### src/rtl/rst_ctrl_pkg.sv
`default_nettype none
// +----------------------------------------------------------------------+
// | rst_ctrl_pkg : shared state encoding and cause-bit layout for the     |
// |                Sonata reset controller.                               |
// | Revision     : 1.0                                                    |
// +----------------------------------------------------------------------+
package rst_ctrl_pkg;

    typedef enum logic [1:0] {
        HOLD      = 2'd0,
        WAIT_LOCK = 2'd1,
        RELEASE   = 2'd2,
        RUN       = 2'd3
    } rst_state_e;

    localparam int CauseW   = 3;
    localparam int CausePll = 0;
    localparam int CauseExt = 1;
    localparam int CauseSw  = 2;

endpackage
`default_nettype wire

### src/rtl/rst_debounce.sv
`default_nettype none
// +----------------------------------------------------------------------+
// | rst_debounce : synchroniser plus release filter for an active-low     |
// |                asynchronous reset input; assertion passes unfiltered. |
// | Revision     : 1.0                                                    |
// +----------------------------------------------------------------------+
module rst_debounce #(
    parameter int SyncStages     = 2,
    parameter int DebounceCycles = 1000
) (
    input  logic clk_i,
    input  logic rst_ni,
    input  logic in_ni,
    output logic ok_o
);

    localparam int              CntW   = $clog2(DebounceCycles + 1);
    localparam logic [CntW-1:0] CntMax = CntW'(DebounceCycles - 1);

    logic [SyncStages-1:0] sync_q, sync_d;
    logic [CntW-1:0]       cnt_q, cnt_d;
    logic                  ok_q, ok_d;
    logic                  in_s;

    assign in_s = sync_q[SyncStages-1];

    // Counter saturates at DebounceCycles-1; ok follows on the sample that would complete the run.
    always_comb begin
        sync_d = {sync_q[SyncStages-2:0], in_ni};
        cnt_d  = '0;
        ok_d   = 1'b0;
        if (in_s) begin
            if (cnt_q == CntMax) begin
                cnt_d = cnt_q;
                ok_d  = 1'b1;
            end else begin
                cnt_d = cnt_q + CntW'(1);
            end
        end
    end

    always_ff @(posedge clk_i) begin
        if (!rst_ni) begin
            sync_q <= '0;
            cnt_q  <= '0;
            ok_q   <= 1'b0;
        end else begin
            sync_q <= sync_d;
            cnt_q  <= cnt_d;
            ok_q   <= ok_d;
        end
    end

    assign ok_o = ok_q;

endmodule
`default_nettype wire

### src/rtl/rst_ctrl_sonata.sv
`default_nettype none
// +----------------------------------------------------------------------+
// | rst_ctrl_sonata : multi-domain reset controller; asserts all domains  |
// |                   together and releases them in staggered index order.|
// | Revision        : 1.0                                                 |
// +----------------------------------------------------------------------+
module rst_ctrl_sonata
    import rst_ctrl_pkg::*;
#(
    parameter int NumDomains       = 3,
    parameter int SyncStages       = 2,
    parameter int DebounceCycles   = 1000,
    parameter int LockStableCycles = 256,
    parameter int MinHoldCycles    = 16,
    parameter int ReleaseGap       = 16
) (
    input  logic                  clk_i,
    input  logic                  rst_ni,
    input  logic                  pll_locked_i,
    input  logic                  ext_rst_ni,
    input  logic                  sw_rst_req_i,
    output logic [NumDomains-1:0] rst_no,
    output logic                  rst_active_o,
    output logic [CauseW-1:0]     rst_cause_o
);

    localparam int HoldW = $clog2(MinHoldCycles + 1);
    localparam int LockW = $clog2(LockStableCycles + 1);
    localparam int GapW  = $clog2(ReleaseGap + 1);

    localparam logic [HoldW-1:0]      HoldMax = HoldW'(MinHoldCycles - 1);
    localparam logic [LockW-1:0]      LockMax = LockW'(LockStableCycles - 1);
    localparam logic [GapW-1:0]       GapMax  = GapW'(ReleaseGap - 1);
    localparam logic [NumDomains-1:0] One     = NumDomains'(1);

    rst_state_e            state_q, state_d;
    logic [SyncStages-1:0] pll_sync_q, pll_sync_d;
    logic [HoldW-1:0]      hold_cnt_q, hold_cnt_d;
    logic [LockW-1:0]      lock_cnt_q, lock_cnt_d;
    logic [GapW-1:0]       gap_cnt_q, gap_cnt_d;
    logic [NumDomains-1:0] rst_q, rst_d;
    logic                  active_q, active_d;
    logic [CauseW-1:0]     cause_q, cause_d;
    logic [NumDomains-1:0] next_mask;

    logic pll_locked_s;
    logic ext_ok;
    logic src_bad;

    rst_debounce #(
        .SyncStages     (SyncStages),
        .DebounceCycles (DebounceCycles)
    ) u_ext_debounce (
        .clk_i  (clk_i),
        .rst_ni (rst_ni),
        .in_ni  (ext_rst_ni),
        .ok_o   (ext_ok)
    );

    assign pll_locked_s = pll_sync_q[SyncStages-1];
    assign src_bad      = !pll_locked_s | !ext_ok | sw_rst_req_i;
    assign next_mask    = (rst_q << 1) | One;

    always_comb begin
        pll_sync_d = {pll_sync_q[SyncStages-2:0], pll_locked_i};
        state_d    = state_q;
        hold_cnt_d = '0;
        lock_cnt_d = '0;
        gap_cnt_d  = '0;
        rst_d      = rst_q;
        cause_d    = cause_q;

        unique case (state_q)
            HOLD: begin
                if (hold_cnt_q != HoldMax) begin
                    hold_cnt_d = hold_cnt_q + HoldW'(1);
                end else if (!src_bad) begin
                    state_d = WAIT_LOCK;
                end else begin
                    hold_cnt_d = hold_cnt_q;
                end
            end
            WAIT_LOCK: begin
                if (src_bad) begin
                    state_d = HOLD;
                end else if (lock_cnt_q == LockMax) begin
                    rst_d   = One;
                    state_d = (NumDomains == 1) ? RUN : RELEASE;
                end else begin
                    lock_cnt_d = lock_cnt_q + LockW'(1);
                end
            end
            RELEASE: begin
                if (src_bad) begin
                    state_d = HOLD;
                end else if (gap_cnt_q == GapMax) begin
                    rst_d = next_mask;
                    if (&next_mask) begin
                        state_d = RUN;
                    end
                end else begin
                    gap_cnt_d = gap_cnt_q + GapW'(1);
                end
            end
            RUN: begin
                if (src_bad) begin
                    state_d           = HOLD;
                    cause_d           = '0;
                    cause_d[CausePll] = !pll_locked_s;
                    cause_d[CauseExt] = !ext_ok;
                    cause_d[CauseSw]  = sw_rst_req_i;
                end
            end
            default: state_d = HOLD;
        endcase

        // Any path into HOLD drops every domain on the same edge, overriding a pending release.
        if (state_d == HOLD) begin
            rst_d = '0;
        end
        active_d = ~&rst_d;
    end

    always_ff @(posedge clk_i) begin
        if (!rst_ni) begin
            state_q    <= HOLD;
            pll_sync_q <= '0;
            hold_cnt_q <= '0;
            lock_cnt_q <= '0;
            gap_cnt_q  <= '0;
            rst_q      <= '0;
            active_q   <= 1'b1;
            cause_q    <= '0;
        end else begin
            state_q    <= state_d;
            pll_sync_q <= pll_sync_d;
            hold_cnt_q <= hold_cnt_d;
            lock_cnt_q <= lock_cnt_d;
            gap_cnt_q  <= gap_cnt_d;
            rst_q      <= rst_d;
            active_q   <= active_d;
            cause_q    <= cause_d;
        end
    end

    assign rst_no       = rst_q;
    assign rst_active_o = active_q;
    assign rst_cause_o  = cause_q;

endmodule
`default_nettype wire

### config.mk
export PLATFORM = sky130hd
export DESIGN_NAME = rst_ctrl_sonata
export DESIGN_NICKNAME = d
export VERILOG_FILES = /design/src/rtl/rst_ctrl_pkg.sv /design/src/rtl/rst_debounce.sv /design/src/rtl/rst_ctrl_sonata.sv
export SDC_FILE = /design/constraint.sdc
export NUM_CORES = 1
export LEC_CHECK = 0
export CAP_MARGIN = 20
export CORE_AREA = 2 2 61 63
export DETAILED_ROUTE_END_ITERATION = 10
export DIE_AREA = 0 0 63 65
export PLACE_DENSITY = 0.78
export SLEW_MARGIN = 10
export SYNTH_ARGS = -nofsm -noshare
export SYNTH_HDL_FRONTEND = slang
export SYNTH_HIERARCHICAL = 1
export SYNTH_SLANG_ARGS = --single-unit
### constraint.sdc
create_clock -name clk_i -period 2.65 [get_ports clk_i]
set_input_delay 0.265 -clock clk_i [delete_from_list [all_inputs] [get_ports clk_i]]
set_output_delay 0.265 -clock clk_i [all_outputs]
set_load 0.01 [all_outputs]
==> results.yml <==
setup_path:
  crit_top_cell: "ha_1"
  cp.arrival_ns: 2.42
  endpoint_kind: "flop"
  worst-path-buf-inv: 0
  worst_ep_required_time_ns: 2.88
  cp_top_family: "compound AO/OA/AOI/OAI gates"
  cp_slowest_stage_delay_ns: 0.39
  worstSetupPathType: "flop to flop"
  start_kind: "flop"
  worst_path_max_delay_cell: "dfxtp_1"
  timing.rr.start: "lock_cnt_q[0]"
  crit_path_start: "lock_cnt_q[0]"
  path_cells: "ha_1, nand3_1, nor2_1, and3_1, ha_1, nor2b_1, o31a_1, a221oi_2, a211oi_1"
  cp_max_fo: 5
synthesis:
  avgSynthCellArea_um2: 9.330
  synth-main-ff-cell: "dfxtp_1"
  synth_cell_types: 45
  async_reset_ff_frac: 0
  synth-edff-count: 0
  yosysSeqAreaShare: 0.4436
  netlist_instances: 208
  yosysWarnings: 6
  synth.cell_area_um2: 1941
  syn_nets: 224
  yosys_register_bits: 43
global_routing:
  grt_max_degree: 16
  grt_pass1_vias: 1398
  grt_pass1_wl_um: 6072
  grtUsageTotal: 0.1882
  antenna_found_initial: 0
  grt_overflow: 0
clocking:
  cts-root-buf: "clkbuf_4"
  clockBufferDepth: 2
  cts_setup_buffers: 0
  cts_resized: 0
  clkSinkCount: 43
  cts_tree: "built"
  holdBufCountCts: 0
  path_clk_slew_ns: 0.12
  insertion_delay_ns: 0.34
  cts_buffers: 5
  htreeDepth: 2
route:
  viasPerCell: 5.539
  drcViolationCount: 0
  drtAntennaViolNets: 0
  drtPass1Iterations: 4
  dr_total_vias: 1501
  drtIter0Drc: 87
  routed_wirelength_um: 3496
  wire_per_inst_um: 12.90
timing:
  finalSetupViolations: 0
  tightest_slew_ns: 0.4734
  tns_ns: 0
  fmax_mhz: 455.6
  slew_headroom: 0.6834
  skew_ns: 0.004883
  final.min_clock_period_ns: 2.195
  report.final.slew_viol_count: 0
  whs_ns: 0.4468
  rsz0062_at_grt: "false"
  hold_viol_final: 0
  period_share: 0.8283
pwr:
  cellLeakagePower_nw: 0.7906
  clkPwrFrac: 0.386
  switching_share: 0.2003
  power.internal_mw: 0.8889
  p_sw_mw: 0.2227
  p_per_area_nw_per_um2: 513.5
  peakVddDrop_mv: 0.3845
  combPwrFrac: 0.022
  p_seq_frac: 0.593
floorplanning:
  die_area_um2: 4095
  start_util: 0.5551
  num_rows: 22
  die_h_um: 65
  die_x_um: 63
  io_pins: 12
  coreArea_um2: 3496
layout:
  antennaDiodeCount: 0
  layout_commonest_cell: "dfxtp_1"
  drive_gt1_frac: 0.06726
  final_cell_mix: "dfxtp_1 (43), nor2_1 (25), nand2_1 (16), nand3_1 (12)"
  syn_to_final_growth_pct: 11.54
  nets: 238
outcome:
  status: "finished clean"
run:
  max-cap-violations: 0
worst_hold_path:
  holdCritPathClass: "flop to flop"
  holdCritStartpoint: "u_ext_debounce/sync_q[0]"
placed_design:
  io_buffers: 11
  routabilityCongestion: 0.8328
  dpl.hpwl_um: 2459
cell families (layout without fill, tap and decap cells):
family                   after synthesis  count (layout)  synth area share
multiplexers                           5               5           0.02837
adder cells (fa/ha/maj)               11              11           0.07092
XOR/XNOR                              10              10           0.04513
buffers and inverters                 13              28           0.03417
flip-flops                            43              43            0.4436
AND/OR/NAND/NOR                       91              91            0.2489
AO/OA/AOI/OAI                         35              35            0.1289
state kept, by name, indices dropped and copies added (netlist names):
| signal | cells |
|---|---|
| u_ext_debounce/cnt_q | 10 |
| lock_cnt_q | 9 |
| gap_cnt_q | 5 |
| hold_cnt_q | 5 |
| rst_cause_o | 3 |
| rst_no | 3 |
| pll_sync_q | 2 |
| state_q | 2 |
| u_ext_debounce/sync_q | 2 |
| rst_active_o | 1 |
| u_ext_debounce/ok_o | 1 |
per-layer routing:
metal,share of wire,global-route usage
met5,0,0
met4,0.013,0.08333
met3,0.024,0.04167
met2,0.49,0.3138
met1,0.48,0.2331
layout make-up:
| type | count | area, µm² |
|---|---|---|
| clock buffer | 6 | 51.30 |
| clock inverter | 2 | 35.03 |
| fill | 326 | 1331 |
| inverter | 9 | 33.78 |
| multi-input combinational | 152 | 1013 |
| sequential | 43 | 860.8 |
| tap | 48 | 60.06 |
| timing repair buffer | 11 | 110.1 |
metrics by stage:
step                      total power [mW]  cell area, µm²  utilization  worst slack (ns)  std cells
after global placement              0.6968            2078       0.5945            0.5294        263
final                                1.112            2165       0.6192            0.4551        271
after global routing                 1.152            2165       0.6192            0.2921        271
after CTS                            1.122            2165       0.6192            0.4583        271
after detailed placement            0.6974            2078       0.5945            0.4874        263
after floorplan                     0.6867            1941            -            0.6572        208
synthesized netlist by cell type (2+ instances only):
cell type  number  area, µm²
a31oi_1         4      25.02
nor3_1          3      15.01
mux2i_1         4      40.04
nor2_1         25      93.84
or3_1           3      18.77
nand4_1         3      18.77
nor2b_1         4      25.02
buf_2           2      10.01
ha_1           11      137.6
a21oi_1        10      50.05
o211ai_1        2      15.01
inv_1           9      33.78
a211oi_1        5      37.54
o21ai_0         3      15.01
and3_1          4      25.02
o31ai_1         2      15.01
buf_6           2      22.52
xor2_1          5      43.79
and3_2          2      15.01
nand4b_1        3      26.28
dfxtp_1        43      860.8
and2_1          5      31.28
xnor2_1         5      43.79
or4_1           2      15.01
nand2_1        16      60.06
nand3_1        12      60.06
final timing paths:
path	to	slack (ns)	depth (start not counted)
setup / recovery	rst_no[2]	0.46	9
setup reg to reg	rst_no[2]	0.46	9
hold reg to reg	u_ext_debounce/sync_q[1]	0.45	1
hold / removal	u_ext_debounce/sync_q[1]	0.45	1
worst register-to-register path, delay by kind of cell (launching register included):
kind            cells  cell delay [ns]
compound gates      3             0.69
simple gates        4             0.56
fa+ha+maj           2             0.43
flops               1             0.39
power groups by stage:
stage / clock network, mW / logic (mW) / registers [mW]
2_1_floorplan: 0 / 0.0146 / 0.672
3_3_place_gp: 0 / 0.0236 / 0.673
3_5_place_dp: 0 / 0.0241 / 0.673
4_1_cts: 0.439 / 0.0241 / 0.659
5_1_grt: 0.464 / 0.0275 / 0.660
6_report: 0.429 / 0.0240 / 0.659
(Power assumes the default switching activity.)
